$ cat src/rtl/mem_ctrl.sv
// mem_ctrl: single-access memory controller with four-phase handshake; optional timeout via MEM_CTRL_TIMEOUT_EN
module mem_ctrl #(
  parameter int TIMEOUT = 16
) (
  input  logic        clk,
  input  logic        rst,
  input  logic [1:0]  MC,
  input  logic [15:0] addr,
  input  logic [15:0] WRdata,
  output logic [15:0] Mdata,
  output logic        busy,
  output logic        done,
  output logic        err,
  output logic        mem_req,
  output logic        mem_we,
  output logic [15:0] mem_addr,
  output logic [15:0] mem_wdata,
  input  logic [15:0] mem_rdata,
  input  logic        mem_ack
);
  typedef enum logic [1:0] {IDLE, ACCESS, RELEASE} state_t;
  state_t state, next;
  logic accept, tmo;
  assign accept = (state == IDLE) && (MC != 2'b00);
`ifdef MEM_CTRL_TIMEOUT_EN
  localparam int CW = $clog2(TIMEOUT + 1);
  logic [CW-1:0] cnt;
  assign tmo = (state == ACCESS) && !mem_ack && (cnt == CW'(TIMEOUT - 1));
  // cycles spent in ACCESS without an acknowledge
  always_ff @(posedge clk or posedge rst)
    if (rst) cnt <= '0;
    else if (accept) cnt <= '0;
    else if (state == ACCESS && !mem_ack) cnt <= cnt + 1'b1;
`else
  assign tmo = 1'b0;
`endif
  // state register
  always_ff @(posedge clk or posedge rst)
    if (rst) state <= IDLE;
    else state <= next;
  // next state: ack beats timeout; release waits for ack to drop
  always_comb begin
    next = state;
    if (state == IDLE) next = accept ? ACCESS : IDLE;
    else if (state == ACCESS) next = (mem_ack || tmo) ? RELEASE : ACCESS;
    else next = mem_ack ? RELEASE : IDLE;
  end
  // registered outputs and request latch
  always_ff @(posedge clk or posedge rst)
    if (rst) begin
      Mdata     <= '0;
      busy      <= 1'b0;
      done      <= 1'b0;
      err       <= 1'b0;
      mem_req   <= 1'b0;
      mem_we    <= 1'b0;
      mem_addr  <= '0;
      mem_wdata <= '0;
    end else begin
      busy    <= next != IDLE;
      mem_req <= next == ACCESS;
      done    <= (state == ACCESS) && (next == RELEASE);
      if (accept) begin
        mem_we    <= MC[0];
        mem_addr  <= addr;
        mem_wdata <= WRdata;
        err       <= 1'b0;
      end
      if (state == ACCESS && mem_ack && !mem_we) Mdata <= mem_rdata;
      if (tmo) err <= 1'b1;
    end
endmodule

$ cat config.mk
export PLATFORM = sky130hd
export DESIGN_NAME = mem_ctrl
export DESIGN_NICKNAME = d
export VERILOG_FILES = /design/src/rtl/mem_ctrl.sv
export SDC_FILE = /design/constraint.sdc
export NUM_CORES = 1
export LEC_CHECK = 0
export ABC_CLOCK_PERIOD_IN_PS = 1600
export CORE_ASPECT_RATIO = 1.4
export CORE_MARGIN = 5
export CORE_UTILIZATION = 30
export CTS_CLUSTER_DIAMETER = 30
export DETAILED_ROUTE_END_ITERATION = 7
export PLACE_DENSITY = 0.74
export SYNTH_ARGS = -nofsm -noshare
export SYNTH_HDL_FRONTEND = slang
export SYNTH_SLANG_ARGS = --single-unit
$ cat constraint.sdc
create_clock -name clk -period 1.6 [get_ports clk]
set_input_delay 0.24 -clock clk [delete_from_list [all_inputs] [get_ports clk]]
set_output_delay 0.24 -clock clk [all_outputs]
set_load 0.01 [all_outputs]
==> results of run 1 <==
routing by layer:
metal / vias to the layer above / global-route usage [%]
met5: - / 0
met4: 0 / 3.26
met3: 5 / 3.42
met2: 54 / 20.3
met1: 671 / 12.4
li1: 646 / -
kinds of logic after synthesis:
kind of cell    after synthesis  share of synthesized area [%]
mux                          49                           28.2
flops                        54                           64.9
simple gates                  6                           1.86
other cells                   1                          0.180
buf+inv                       8                           3.31
compound gates                4                           1.50
area by class of cell:
| cell class | count | area, um2 | share of cell area (%) |
|---|---|---|---|
| Timing Repair Buffer | 113 | 1160 | 33.9 |
| Sequential cell | 54 | 1350 | 39.6 |
| Multi-Input combinational cell | 60 | 662 | 19.4 |
| Clock inverter | 3 | 45.0 | 1.32 |
| Clock buffer | 5 | 68.8 | 2.02 |
| Tap cell | 95 | 119 | 3.48 |
| Inverter | 2 | 7.51 | 0.220 |
sequential cells by signal (all words and copies together) (netlist names):
register and count:
Mdata 16, mem_addr 16, mem_wdata 16, state 2, busy 1, done 1
mem_req 1, mem_we 1
Yosys cell counts:
cell,count,area share [%]
dfrtp_1,54,65
inv_1,2,0.36
mux2_2,38,21
buf_6,1,0.54
buf_12,1,0.96
and3b_1,1,0.42
conb_1,1,0.18
a22o_1,1,0.42
nand2_1,1,0.18
o21a_1,1,0.36
nor3_1,1,0.24
mux2i_1,1,0.48
nor2b_4,1,0.66
nor2_1,2,0.36
a211oi_1,2,0.72
buf_4,4,1.4
mux2_4,10,7.2
report_power, final:
part / total [mW] / leakage [nW] / switching (mW) / internal, mW
Clock: 0.914 / 0.0504 / 0.448 / 0.466
Combinational: 2.32 / 0.721 / 0.768 / 1.55
Sequential: 2.17 / 0.635 / 0.275 / 1.90
worst paths after layout:
| kind | endpoint | slack (ns) |
|---|---|---|
| hold / removal | mem_addr[5] | 0.22 |
| setup / recovery | mem_wdata[1] | 0.09 |
| setup reg to reg | mem_wdata[1] | 0.09 |
| hold reg to reg | mem_wdata[11] | 0.51 |
| max in group asynchronous | mem_we | 0.93 |
| min in group clk | mem_wdata[11] | 0.51 |
stage by stage:
step           power, mW  std cells  setup slack (ns)  cell area, um2  hold WS [ns]
2_1_floorplan       3.17        122            0.0454            2080         0.339
3_3_place_gp        4.51        324           -0.0844            3300         0.488
3_5_place_dp        4.57        324            -0.133            3300         0.494
4_1_cts             5.51        332            0.0347            3410         0.219
5_1_grt             5.73        332            0.0429            3410         0.237
6_report            5.41        332            0.0934            3410         0.217
==> results.py, run 1 <==
metrics = {
    "clock_network": {
        "post_cts_resized": 0,
        "cts_buffer_depth": 2,
        "cts-htree-levels": 2,
        "postCtsSetupRepairBufs": 0,
        "cts_root_buffer": "clkbuf_8",
        "tritoncts": "built",
        "numCtsBuffers": 5,
        "worst_skew_pair.late_latency_ns": 0.30,
        "cts.sinks": 54,
        "cts_hold_buf": 0,
        "cts.clk_slew.worst_paths_ns": 0.09,
    },
    "worst_setup_path": {
        "path_delay_family": "flip-flops",
        "worst-path-stages": 4,
        "r2r_cells": 4,
        "path_max_fanout": 10,
        "crit_type": "reg -> reg",
        "crit_start": "state[0]",
        "crit_path_max_incr_delay_ns": 0.43,
        "crit_arrival_ns": 1.69,
        "start_kind": "flip-flop",
        "cp_slowest_cell": "dfrtp_1",
        "required_ns": 1.79,
        "crit_chain": "nor2_1 > o21a_1 > buf_4 > mux2_2",
        "r2r-start": "state[0]",
        "end_kind": "flip-flop",
        "path_buf_inv": 1,
    },
    "cells_and_area": {
        "final_cell_mix": "clkdlybuf4s50_1, dfrtp_1, mux2_2",
        "syn_to_final_growth_pct": 63.9,
        "drive_gt1_share_pct": 28.7,
        "final_common_cell": "clkdlybuf4s50_1",
        "diodes": 0,
        "n_fill_cell": 643,
        "post-route-util_pct": 49.9,
        "nets": 289,
    },
    "power": {
        "p_leak_nw": 1.41,
        "p_per_area_nw_per_um2": 1580,
        "ir_worst_vdd_v": 0.000688,
    },
    "drt": {
        "ant_nets": 0,
        "routed_wl_mm": 4.75,
        "via_per_inst": 4.14,
        "avgRoutedWirePerCell_um": 14.3,
        "drcViolationCount": 0,
        "drt_first_pass_iters": 2,
        "drtIter0Drc": 22,
        "highest_layer": "met4",
        "met2_length_mm": 2.51,
        "dr_wl_met3_um": 385,
        "wl_met1_mm": 1.80,
        "vias": 1376,
    },
    "sta": {
        "grt_setup_unrepaired": "false",
        "finalSetupViolCount": 0,
        "final.period_utilization_pct": 94.2,
        "hold_viol": 0,
        "finalMaxSlewViolations": 0,
        "setup_tns_ns": 0,
        "max_freq_mhz": 664,
        "finClkSkew_ns": 0.00841,
        "fin_crit_ns": 1.51,
    },
    "grt": {
        "grt_pass1_wl_mm": 7.51,
        "overflow": 0,
        "grt.total_usage_pct": 11.2,
        "grt_start_max_net_pins": 24,
        "antenna_found_initial": 0,
        "first_global_vias": 1557,
    },
    "placed_design": {
        "portBuffers": 104,
        "gp_congestion": 0.751,
        "hpwl_mm": 3.76,
    },
    "logic_synthesis": {
        "synth.yosys.seq_area_share_pct": 64.9,
        "ys_ff_latch": 54,
        "syn_nets": 175,
        "netlist_area_um2": 2080,
        "postSynthAreaPerCell_um2": 17.1,
        "yosysWarningCount": 0,
        "synthDistinctLibCells": 17,
        "syn-instance-count": 122,
    },
    "run": {
        "cap_viol_max_count": 0,
    },
    "floorplan": {
        "die_w_um": 80.4,
        "core-area_um2": 6850,
        "pin_count": 106,
        "start_util_pct": 30.4,
        "rows": 36,
        "die_y_um": 109,
        "die_area_um2": 8730,
    },
    "outcome": {
        "run_status": "completed",
    },
    "hold_path": {
        "hold_class": "in -> async",
    },
}
No activity file was read; power rests on OpenSTA's default activity.
==> run 2: changes to the inputs <==
--- a/config.mk
+++ b/config.mk
@@ -5,13 +5,14 @@
 export SDC_FILE = /design/constraint.sdc
 export NUM_CORES = 1
 export LEC_CHECK = 0
-export ABC_CLOCK_PERIOD_IN_PS = 1600
+export ABC_CLOCK_PERIOD_IN_PS = 1800
 export CORE_ASPECT_RATIO = 1.4
 export CORE_MARGIN = 5
 export CORE_UTILIZATION = 30
 export CTS_CLUSTER_DIAMETER = 30
 export DETAILED_ROUTE_END_ITERATION = 7
-export PLACE_DENSITY = 0.74
+export GPL_ROUTABILITY_DRIVEN = 0
+export PLACE_DENSITY = 0.71
 export SYNTH_ARGS = -nofsm -noshare
 export SYNTH_HDL_FRONTEND = slang
 export SYNTH_SLANG_ARGS = --single-unit
==> constraint.sdc (replaced) <==
create_clock -name clk -period 1.8 [get_ports clk]
set_input_delay 0.27 -clock clk [delete_from_list [all_inputs] [get_ports clk]]
set_output_delay 0.27 -clock clk [all_outputs]
set_load 0.01 [all_outputs]
==> results.py, run 2 (synthesis results as in run 1) <==
metrics = {
    "drt": {
        "routed_wl_mm": 4.87,
        "ant_nets": 0,
        "drt_first_pass_iters": 4,
        "avgRoutedWirePerCell_um": 14.9,
        "vias": 1387,
        "drcViolationCount": 0,
        "via_per_inst": 4.25,
        "drtIter0Drc": 50,
    },
    "worst_setup_path": {
        "ff2ff_setup_slack_ns": 0.22,
        "cp_slowest_cell": "clkdlybuf4s50_1",
        "cp-endpoint": "mem_we",
        "r2r-start": "state[0]",
        "path_buf_inv": 1,
        "required_ns": 1.53,
        "r2r_cells": 4,
        "crit_path_max_incr_delay_ns": 0.57,
        "crit_type": "reg -> out",
        "path_delay_family": "buffers and inverters",
        "reg2reg_to": "mem_addr[11]",
        "end_kind": "output port",
        "path_max_fanout": 3,
        "crit_start": "mem_we",
        "crit_arrival_ns": 1.31,
        "start_kind": "flip-flop",
        "worst-path-stages": 1,
        "crit_chain": "clkdlybuf4s50_1",
    },
    "cells_and_area": {
        "final_cell_mix": "clkdlybuf4s50_1, dfrtp_1, mux2_2",
        "drive_gt1_share_pct": 26.4,
        "syn_to_final_growth_pct": 60.9,
        "reg.largest.list": "Mdata: 16 flops, mem_addr: 16 flops, mem_wdata: 16 flops",
        "design_area_um2": 3350,
        "diodes": 0,
        "nets": 283,
        "final_common_cell": "clkdlybuf4s50_1",
        "n_fill_cell": 633,
    },
    "sta": {
        "finClkSkew_ns": 0.00349,
        "final.period_utilization_pct": 87.9,
        "hold_viol": 0,
        "finalMaxSlewViolations": 0,
        "grt_setup_unrepaired": "false",
        "fin_crit_ns": 1.58,
        "finalSetupViolCount": 0,
        "max_freq_mhz": 632,
    },
    "power": {
        "p_per_area_nw_per_um2": 1430,
        "ir_worst_vdd_v": 0.000719,
        "total_power_mw": 4.78,
        "p_leak_nw": 1.38,
    },
    "clock_network": {
        "postCtsSetupRepairBufs": 0,
        "cts_root_buffer": "clkbuf_8",
        "post_cts_resized": 0,
        "cts_buffer_depth": 2,
        "numCtsBuffers": 5,
        "tritoncts": "built",
        "worst_skew_pair.late_latency_ns": 0.31,
        "cts.clk_slew.worst_paths_ns": 0.09,
        "cts-htree-levels": 2,
        "cts.sinks": 54,
        "cts_hold_buf": 0,
    },
    "floorplan": {
        "die_area_um2": 8730,
        "rows": 36,
        "core-area_um2": 6850,
        "start_util_pct": 30.4,
        "die_w_um": 80.4,
        "die_y_um": 109,
        "pin_count": 106,
    },
    "outcome": {
        "run_status": "completed",
    },
    "run": {
        "cap_viol_max_count": 0,
    },
    "placed_design": {
        "hpwl_mm": 3.65,
        "placed_area_um2": 3240,
        "portBuffers": 104,
    },
    "grt": {
        "grt.total_usage_pct": 11.6,
        "grt_start_max_net_pins": 55,
        "overflow": 0,
        "grt_pass1_wl_mm": 7.60,
        "first_global_vias": 1520,
        "antenna_found_initial": 0,
    },
    "hold_path": {
        "hold_class": "in -> async",
    },
}
run 2: stage by stage:
stage                     cells  utilization (%)  TNS, ns  hold WS (ns)  worst slack [ns]
final                       326             48.9        0         0.331             0.218
after detailed placement    318             47.3  -0.0157         0.492          -0.00813
after floorplan             122                -        0         0.369             0.215
after CTS                   326             48.9        0         0.338             0.186
after global placement      318             47.3        0         0.489            0.0398
after global routing        326             48.9        0         0.359             0.115
run 2: worst min path at each step:
stage | startpoint | to | slack (ns)
floorplan | mem_ack | mem_req | 0.37
global placement | mem_addr[10] | mem_addr[10] | 0.49
detailed placement | Mdata[4] | Mdata[4] | 0.49
CTS | rst | mem_addr[1] | 0.34
global route | rst | mem_wdata[5] | 0.36
finish | rst | mem_addr[6] | 0.33
run 2: per-layer routing:
layer,routed length [um],GRT usage [%]
met5,0,0
met4,92,4.47
met3,382,4.00
met2,2660,20.7
met1,1730,12.4
run 2: final cells by class:
class	instances	area, um2	share of cell area [%]
multi-input cells	60	662	19.8
inverters	2	7.51	0.224
repair buffers	107	1100	32.9
well taps	95	119	3.55
clock inverters	3	40.0	1.20
flip-flops and latches	54	1350	40.3
clock buffers	5	68.8	2.05
run 2: power by group:
part / switching (mW) / leakage [nW] / internal [mW]
logic: 0.680 / 0.688 / 1.36
clock network: 0.392 / 0.0579 / 0.410
registers: 0.248 / 0.636 / 1.69
total: 1.32 / 1.38 / 3.46
==> run 3: changes to the inputs <==
==> config.mk (replaced) <==
export PLATFORM = sky130hd
export DESIGN_NAME = mem_ctrl
export DESIGN_NICKNAME = d
export VERILOG_FILES = /design/src/rtl/mem_ctrl.sv
export SDC_FILE = /design/constraint.sdc
export NUM_CORES = 1
export LEC_CHECK = 0
export ABC_CLOCK_PERIOD_IN_PS = 1700
export CORE_ASPECT_RATIO = 1.4
export CORE_UTILIZATION = 30
export CTS_CLUSTER_DIAMETER = 30
export DETAILED_ROUTE_END_ITERATION = 7
export GPL_ROUTABILITY_DRIVEN = 0
export PLACE_DENSITY = 0.68
export SYNTH_ARGS = -nofsm -noshare
export SYNTH_HDL_FRONTEND = slang
export SYNTH_SLANG_ARGS = --single-unit
==> constraint.sdc (replaced) <==
create_clock -name clk -period 1.7 [get_ports clk]
set_input_delay 0.255 -clock clk [delete_from_list [all_inputs] [get_ports clk]]
set_output_delay 0.255 -clock clk [all_outputs]
set_load 0.01 [all_outputs]
==> results.py, run 3 (synthesis results as in run 1) <==
metrics = {
    "outcome": {
        "run_status": "completed",
    },
    "drt": {
        "via_per_inst": 4.34,
        "drtIter0Drc": 38,
        "vias": 1420,
        "ant_nets": 0,
        "avgRoutedWirePerCell_um": 13.4,
        "routed_wl_mm": 4.38,
        "drt_first_pass_iters": 2,
        "drcViolationCount": 0,
    },
    "cells_and_area": {
        "diodes": 0,
        "nets": 288,
        "reg.largest.list": "Mdata: 16 flops, mem_addr: 16 flops, mem_wdata: 16 flops",
        "final_cell_mix": "clkdlybuf4s50_1, dfrtp_1, mux2_2",
        "syn_to_final_growth_pct": 62.4,
        "design_area_um2": 3380,
        "final_common_cell": "clkdlybuf4s50_1",
        "finalNonFillerCells": 327,
        "n_fill_cell": 602,
        "drive_gt1_share_pct": 27.7,
    },
    "clock_network": {
        "cts.clk_slew.worst_paths_ns": 0.10,
        "cts_root_buffer": "clkbuf_8",
        "cts.sinks": 54,
        "cts_hold_buf": 0,
        "cts_buffer_depth": 2,
        "worst_skew_pair.late_latency_ns": 0.31,
        "numCtsBuffers": 5,
        "tritoncts": "built",
        "postCtsSetupRepairBufs": 0,
        "post_cts_resized": 0,
        "cts-htree-levels": 2,
    },
    "sta": {
        "grt_setup_unrepaired": "false",
        "max_freq_mhz": 630,
        "finalSetupViolCount": 0,
        "finClkSkew_ns": 0.0117,
        "setup_tns_ns": 0,
        "hold_viol": 0,
        "fin_crit_ns": 1.59,
        "final.period_utilization_pct": 93.4,
        "finalMaxSlewViolations": 0,
    },
    "worst_setup_path": {
        "required_ns": 1.44,
        "crit_start": "mem_we",
        "crit_path_max_incr_delay_ns": 0.59,
        "ff2ff_setup_slack_ns": 0.15,
        "r2r-start": "state[1]",
        "reg2reg_to": "mem_addr[14]",
        "crit_type": "reg -> out",
        "worst-path-stages": 1,
        "start_kind": "flip-flop",
        "crit_arrival_ns": 1.33,
        "r2r_cells": 4,
        "end_kind": "output port",
        "path_max_fanout": 3,
        "cp_slowest_cell": "clkdlybuf4s50_1",
        "cp-endpoint": "mem_we",
        "crit_chain": "clkdlybuf4s50_1",
        "path_buf_inv": 1,
        "path_delay_family": "buffers and inverters",
    },
    "power": {
        "p_leak_nw": 1.40,
        "ir_worst_vdd_v": 0.000676,
        "p_per_area_nw_per_um2": 1490,
        "total_power_mw": 5.04,
    },
    "placed_design": {
        "placed_area_um2": 3270,
        "numPlacedInstances": 320,
        "portBuffers": 104,
        "hpwl_mm": 3.38,
    },
    "grt": {
        "grt.total_usage_pct": 12.6,
        "grt_pass1_wl_mm": 7.01,
        "overflow": 0,
        "antenna_found_initial": 0,
        "grt_start_max_net_pins": 25,
        "first_global_vias": 1489,
    },
    "hold_path": {
        "hold_class": "in -> async",
    },
    "floorplan": {
        "die_y_um": 101,
        "die_area_um2": 7280,
        "start_util_pct": 31.3,
        "die_w_um": 72.4,
        "rows": 35,
        "pin_count": 106,
        "core-area_um2": 6660,
    },
    "run": {
        "cap_viol_max_count": 0,
    },
}
[run 3: worst min-delay path by stage]
stage	from	end	slack, ns	depth (start not counted)
final	rst	Mdata[4]	0.26	2
after global routing	rst	Mdata[3]	0.28	2
after CTS	rst	Mdata[4]	0.26	2
after detailed placement	mem_addr[13]	mem_addr[13]	0.50	1
after global placement	mem_wdata[8]	mem_wdata[8]	0.49	1
after floorplan	mem_ack	mem_req	0.35	1
[run 3: per-stage QoR]
stage | util, % | setup WS (ns) | hold WS (ns)
floorplan | - | 0.130 | 0.354
global placement | 49.2 | 0.0353 | 0.490
detailed placement | 49.2 | -0.000612 | 0.495
CTS | 50.8 | 0.0938 | 0.259
global route | 50.8 | 0.0237 | 0.281
finish | 50.8 | 0.113 | 0.261
[run 3: per-layer routing]
metal / vias to the layer above / global-route usage [%] / wire, um
li1: 648 / - / -
met1: 706 / 13.4 / 1610
met2: 60 / 22.9 / 2370
met3: 6 / 3.90 / 317
met4: 0 / 4.98 / 78
met5: - / 0 / 0
[run 3: power breakdown]
part           internal, mW  switching [mW]  total [mW]
clock                 0.434           0.405       0.838
combinational          1.45           0.704        2.15
sequential             1.78           0.265        2.05
[run 3: cell type report]
class / instances / area, um2 / share of cell area (%)
clock buffer: 5 / 68.8 / 2.03
clock inverter: 2 / 38.8 / 1.15
inverter: 2 / 7.51 / 0.222
multi-input combinational: 60 / 662 / 19.6
sequential: 54 / 1350 / 40.0
tap: 92 / 115 / 3.40
timing repair buffer: 112 / 1140 / 33.7
